$ cat config.mk
export PLATFORM = sky130hd
export DESIGN_NAME = dmem_arbiter
export DESIGN_NICKNAME = d
export VERILOG_FILES = /design/src/rtl/dmem_arbiter.sv
export SDC_FILE = /design/constraint.sdc
export NUM_CORES = 1
export LEC_CHECK = 0
export ABC_AREA = 1
export CORE_AREA = 5 5 112 114
export CTS_BUF_LIST = sky130_fd_sc_hd__clkbuf_8
export CTS_CLUSTER_DIAMETER = 50
export DETAILED_ROUTE_END_ITERATION = 8
export DIE_AREA = 0 0 117 119
export DONT_BUFFER_PORTS = 1
export PLACE_DENSITY = 0.43
export SYNTH_ARGS = -nofsm -noshare
export SYNTH_HDL_FRONTEND = slang
export SYNTH_SLANG_ARGS = --single-unit
$ cat constraint.sdc
create_clock -name clk -period 1 [get_ports clk]
set_input_delay 0.1 -clock clk [delete_from_list [all_inputs] [get_ports clk]]
set_output_delay 0.1 -clock clk [all_outputs]
set_load 0.1 [all_outputs]
$ cat src/rtl/dmem_arbiter.sv
// -----------------------------------------------------------------------------
// dmem_arbiter
//   Two-master round-robin arbiter in front of a single-ported data RAM.
//   M0 is the core data port, M1 the loader/debug master.
//
//   - The grant is decoded from a state register, so a request seen in IDLE
//     during cycle N is granted in cycle N+1.
//   - Read data is captured at the end of the grant cycle, so rvalid/rdata
//     appear in cycle N+2.
//   - While a master is granted, the RAM bus is a straight pass-through of
//     that master's address, write data and write enable.
//
//   Optional feature, enabled by defining DMEM_ARB_LOCK_EN:
//   m0_lock/m1_lock let the granted master keep ownership of the RAM across
//   back-to-back accesses. The other master is locked out meanwhile.
// -----------------------------------------------------------------------------
module dmem_arbiter #(
  parameter int AW = 32,
  parameter int DW = 32
) (
  input  logic          clk,
  input  logic          reset,      // synchronous, active-low

  // M0: core data port
  input  logic          m0_req,
  input  logic          m0_we,
  input  logic [AW-1:0] m0_addr,
  input  logic [DW-1:0] m0_wdata,
  output logic          m0_gnt,
  output logic          m0_rvalid,
  output logic [DW-1:0] m0_rdata,

  // M1: loader / debug master
  input  logic          m1_req,
  input  logic          m1_we,
  input  logic [AW-1:0] m1_addr,
  input  logic [DW-1:0] m1_wdata,
  output logic          m1_gnt,
  output logic          m1_rvalid,
  output logic [DW-1:0] m1_rdata,

`ifdef DMEM_ARB_LOCK_EN
  input  logic          m0_lock,
  input  logic          m1_lock,
`endif

  // RAM side
  output logic          mem_we,
  output logic [AW-1:0] mem_addr,
  output logic [DW-1:0] mem_wd,
  input  logic [DW-1:0] mem_rd
);

  // ---------------------------------------------------------------------------
  // State encoding
  // ---------------------------------------------------------------------------
  localparam logic [2:0] ST_IDLE   = 3'd0;
  localparam logic [2:0] ST_SERVE0 = 3'd1;
  localparam logic [2:0] ST_SERVE1 = 3'd2;
`ifdef DMEM_ARB_LOCK_EN
  localparam logic [2:0] ST_LOCK0  = 3'd3;
  localparam logic [2:0] ST_LOCK1  = 3'd4;
`endif

  logic [2:0] state;
  logic [2:0] state_nxt;

  // Master that most recently completed an access.
  // 1 = M1, so M0 wins the first tie after reset.
  logic       last;
  logic       last_nxt;

  // Lock requests, seen only while the corresponding master is being served
  // or is holding the lock.
  logic       lock0;
  logic       lock1;

`ifdef DMEM_ARB_LOCK_EN
  assign lock0 = m0_lock;
  assign lock1 = m1_lock;
`else
  assign lock0 = 1'b0;
  assign lock1 = 1'b0;
`endif

  // ---------------------------------------------------------------------------
  // Grant decode.
  // A SERVE slot only becomes a real access if the master is still
  // requesting. A request dropped before its grant is abandoned: it gets no
  // grant and causes no RAM side effect.
  // ---------------------------------------------------------------------------
  logic gnt0;
  logic gnt1;

  assign gnt0   = (state == ST_SERVE0) && m0_req;
  assign gnt1   = (state == ST_SERVE1) && m1_req;
  assign m0_gnt = gnt0;
  assign m1_gnt = gnt1;

  // Next-state selection: round-robin in IDLE, hand-over or lock after a
  // serve slot.
  always_comb begin
    // NOTE: every variable assigned in always_comb gets a default on entry.
    // Otherwise a path that skips the assignment infers a latch.
    state_nxt = state;
    case (state)
      ST_IDLE: begin
        if (m0_req && m1_req) begin
          state_nxt = last ? ST_SERVE0 : ST_SERVE1;
        end else if (m0_req) begin
          state_nxt = ST_SERVE0;
        end else if (m1_req) begin
          state_nxt = ST_SERVE1;
        end else begin
          state_nxt = ST_IDLE;
        end
      end

      ST_SERVE0: begin
`ifdef DMEM_ARB_LOCK_EN
        if (lock0) begin
          state_nxt = ST_LOCK0;
        end else
`endif
        if (m1_req) begin
          state_nxt = ST_SERVE1;
        end else begin
          state_nxt = ST_IDLE;
        end
      end

      ST_SERVE1: begin
`ifdef DMEM_ARB_LOCK_EN
        if (lock1) begin
          state_nxt = ST_LOCK1;
        end else
`endif
        if (m0_req) begin
          state_nxt = ST_SERVE0;
        end else begin
          state_nxt = ST_IDLE;
        end
      end

`ifdef DMEM_ARB_LOCK_EN
      // The owner keeps the RAM.
      // The other master's request is ignored until the lock is released.
      ST_LOCK0: begin
        if (m0_req) begin
          state_nxt = ST_SERVE0;
        end else if (!lock0) begin
          state_nxt = ST_IDLE;
        end else begin
          state_nxt = ST_LOCK0;
        end
      end

      ST_LOCK1: begin
        if (m1_req) begin
          state_nxt = ST_SERVE1;
        end else if (!lock1) begin
          state_nxt = ST_IDLE;
        end else begin
          state_nxt = ST_LOCK1;
        end
      end
`endif

      default: state_nxt = ST_IDLE;
    endcase
  end

  // Round-robin pointer: remember who completed the access this cycle.
  always_comb begin
    last_nxt = last;
    if (gnt0) begin
      last_nxt = 1'b0;
    end else if (gnt1) begin
      last_nxt = 1'b1;
    end
  end

  // Lock signals are only consumed in SERVE/LOCK states.
  // Without the feature they are tied off and the LOCK states never exist.
  // State and round-robin pointer registers.
  always_ff @(posedge clk) begin
    // NOTE: sequential state is updated with non-blocking assignments only.
    // Every register then samples pre-edge values regardless of block order.
    if (!reset) begin
      state <= ST_IDLE;
      last  <= 1'b1;
    end else begin
      state <= state_nxt;
      last  <= last_nxt;
    end
  end

  // RAM bus mux.
  // The bus is driven only during a real access, and is zero otherwise.
  // It is purely combinational from the state register and the granted
  // master's inputs. So a write in a serve cycle that coincides with reset
  // still reaches the RAM.
  always_comb begin
    mem_we   = 1'b0;
    mem_addr = '0;
    mem_wd   = '0;
    if (gnt0) begin
      mem_we   = m0_we;
      mem_addr = m0_addr;
      mem_wd   = m0_wdata;
    end else if (gnt1) begin
      mem_we   = m1_we;
      mem_addr = m1_addr;
      mem_wd   = m1_wdata;
    end
  end

  // M0 read return: capture RAM data at the end of a granted read cycle.
  // The data is held until the next read.
  always_ff @(posedge clk) begin
    if (!reset) begin
      m0_rvalid <= 1'b0;
      m0_rdata  <= '0;
    end else begin
      m0_rvalid <= gnt0 && !m0_we;
      if (gnt0 && !m0_we) begin
        m0_rdata <= mem_rd;
      end
    end
  end

  // M1 read return, same behaviour as M0.
  always_ff @(posedge clk) begin
    if (!reset) begin
      m1_rvalid <= 1'b0;
      m1_rdata  <= '0;
    end else begin
      m1_rvalid <= gnt1 && !m1_we;
      if (gnt1 && !m1_we) begin
        m1_rdata <= mem_rd;
      end
    end
  end

endmodule

==> impl_results.md <==
* F_max at 0.614 GHz
* Wire length on met2 at 9.41 mm
* Number of fillers in the final layout at 817
* Max FO, Critical Path at 6
* Power density cells at 997 mW/mm2
* First-pass GRT wire length at 24.6 mm
* Post-Layout Cell Count at 884
* Metal3 WL at 1.89 mm
* Clock skew at 11.4 ps
* Routed wire length at 17.6 mm
* IO Port Bufs at 0
* RSZ-0062 raised after global routing: true
* Status: finished, violations left
* Die ar. at 0.0139 mm2
* Startpoint types: register
* Worst slew margin at 31.3%
* Vias per inst at 5.05
* Standard-cell rows at 39
* Syn Inst Count at 616
* Syn nets at 782
* CTS sink count at 69
* CTS Buffer Depth at 2
* Seq pwr share at 33.8%
* WL/cell at 19.9 um
* Die W at 117 um
* CP Capture Type: primary output
* Internal Power at 5.13 mW
* Worst setup path class: register to primary output
* Worst EP required at 900 ps
* RePlAce Congestion at 0.787
* Syn_area_per_cell at 5.90 um2
* DRT iter0 DRCs at 169
* Final min period at 1630 ps
* Worst vdd ir at 1.06 mV
* Slew Limit Fails at 0
* CTS tree: done
* Worst-skew pair later-pin latency at 350 ps
* Post-detail-place hpwl at 11.5 mm
* Hold crit path type: input pin to register
* DR top layer: met4
* Hold depth at 2
* Clock buffers created by TritonCTS at 9
* Gate power share at 35.1%
* Net Sw Power at 3.35 mW
* GRT Overall Usage at 22.6%
* Placed cells at 809
* Setup TNS at -59,990 ps
* Core Region at 0.0113 mm2
* Path depth of the worst reg2reg path at 8
* Cell Area, Synth at 0.00363 mm2
* Yosys warnings at 0
* Die height at 119 um
* Htree depth at 3
* Layout cell share with drive strength beyond 1 at 64.2%
* Hold Slack at -131 ps
* Clock transition at path regs at 90 ps
* Vias at 4,464
* Tcrit/Tclk final at 163%
* Clk root buf: clkbuf_8
* Vias in the first global route at 4,365
* Pleak at 3.63 nW
* Worst Max-Slew Pin Slew at 1030 ps
* Largest net degree at the start of global routing at 69
* Count of final hold-check violations at 67
* Grt ovf at 0
* MaxCap Viol Count at 0
* Violated checks: hold timing, setup timing
* Nets at 902
* Worst EP arrival at 1530 ps
* Sw Share at 39.5%
* Antenna diodes at 0
* Initial Utilization at 32.1%
* Antenna violations before repair at 0
* Distinct cells, synth at 17
* Seq/Total Area, Yosys at 38.0%
* DRT Pass-1 Iters at 4
* Final setup fails at 134
* Yosys reg bits at 69
* Final WS setup at -627 ps
* Area grow syn2layout at 134%
* # IOs at 299
* DRT antenna net count at 0
* DRC at 0
* M1 wire length at 5.99 mm
* Clock power share at 31.1%
==> through the flow <==
| step | total power, mW | util [%] | instance area, um2 | setup slack [ps] | hold WS, ps |
|---|---|---|---|---|---|
| after global placement | 5.51 | 58.1 | 6580 | -313 | 174 |
| after floorplan | 5.10 | - | 5170 | -301 | 171 |
| final | 8.48 | 75.1 | 8500 | -627 | -131 |
| after detailed placement | 5.53 | 58.1 | 6580 | -344 | 179 |
| after global routing | 8.82 | 75.1 | 8500 | -712 | -157 |
| after CTS | 8.41 | 68.6 | 7770 | -642 | -160 |
==> power groups by stage <==
stage                     registers (mW)  logic, mW  clock network, mW
after detailed placement            2.98       2.55                  0
after CTS                           2.91       2.81               2.69
after global placement              2.98       2.53                  0
after floorplan                     3.45       1.65                  0
after global routing                2.88       3.09               2.86
final                               2.87       2.98               2.63
==> cell usage in the layout, fill, tap and decap left out, types with 2 or more instances in the layout <==
cell / count
dlygate4sd3_1: 5
nor2_2: 20
nand2_8: 77
buf_6: 8
nand2_2: 87
nand4_1: 32
nor2_1: 88
buf_4: 39
buf_12: 77
dfxtp_2: 43
inv_6: 3
nand2_1: 66
nand3_4: 2
clkbuf_8: 9
clkbuf_16: 6
buf_8: 5
buf_16: 13
clkinv_4: 2
nand2_4: 28
bufinv_16: 2
nor2_4: 24
dfxtp_4: 25
nand3_1: 33
a31oi_1: 2
inv_1: 36
==> cells in the mapped netlist <==
cell      count  area, um2
a31oi_1       2       12.5
buf_1         8       30.0
buf_2        16       80.1
buf_4         8       60.1
clkbuf_1     12       45.0
dfxtp_1      69       1380
inv_1        38        143
inv_2         1       3.75
nand2_1     258        968
nand3_1      36        180
nand4_1      32        200
nor2_1      130        488
nor2_2        1       6.26
nor2_4        1       11.3
nor3_1        2       10.0
o211ai_1      1       7.51
o21ai_0       1       5.00
==> flip-flops by register name, indices dropped and copies added, names as in the netlist <==
name       flops
last           1
m0_rdata      32
m1_rdata      32
m0_rvalid      1
m1_rvalid      1
state          2
==> area by class of cell <==
cell class / count / area, um2 / area share, %
clock buffers: 9 / 124 / 1.46
clock inverters: 7 / 106 / 1.25
inverters: 39 / 164 / 1.93
multi-input cells: 464 / 3840 / 45.2
flip-flops and latches: 69 / 1530 / 18.0
well taps: 143 / 179 / 2.10
repair buffers: 153 / 2560 / 30.1
==> final timing paths <==
path / startpoint / to / slack, ps
max reg2reg: state[0] / m1_rdata[27] / -380
min reg2reg: last / state[1] / 430
max: state[0] / mem_addr[3] / -630
min: reset / m0_rdata[12] / -130
==> metal layers <==
| metal | track usage, % | vias up |
|---|---|---|
| li1 | - | 2153 |
| met1 | 24.9 | 2109 |
| met2 | 39.8 | 180 |
| met3 | 9.33 | 22 |
| met4 | 5.59 | 0 |
| met5 | 0 | - |
==> worst max-delay path, cell delays in order (launching register included) <==
cell and delay [ps]:
dfxtp_2 360, nand2_2 60, nor2_4 140, buf_12 180, clkbuf_16 170, nand2_2 90, nand2_8 170
==> timing repair <==
| action | CTS | global route |
|---|---|---|
| pin swaps | 75 | 69 |
| hold buffers | 4 | 1 |
| endpoints found under the setup margin | 160 | 199 |
| gates resized for setup | 148 | 111 |
| endpoints found under the hold margin | 69 | 67 |
| buffers inserted | 11 | 28 |
| cloned | 14 | 6 |
==> logic make-up after synthesis <==
family / Yosys count / share of synthesized area, %
flip-flops: 69 / 38.0
buffers and inverters: 83 / 9.96
AND/OR/NAND/NOR: 460 / 51.3
AO/OA/AOI/OAI: 4 / 0.689
No activity file was read; power rests on OpenSTA's default activity.
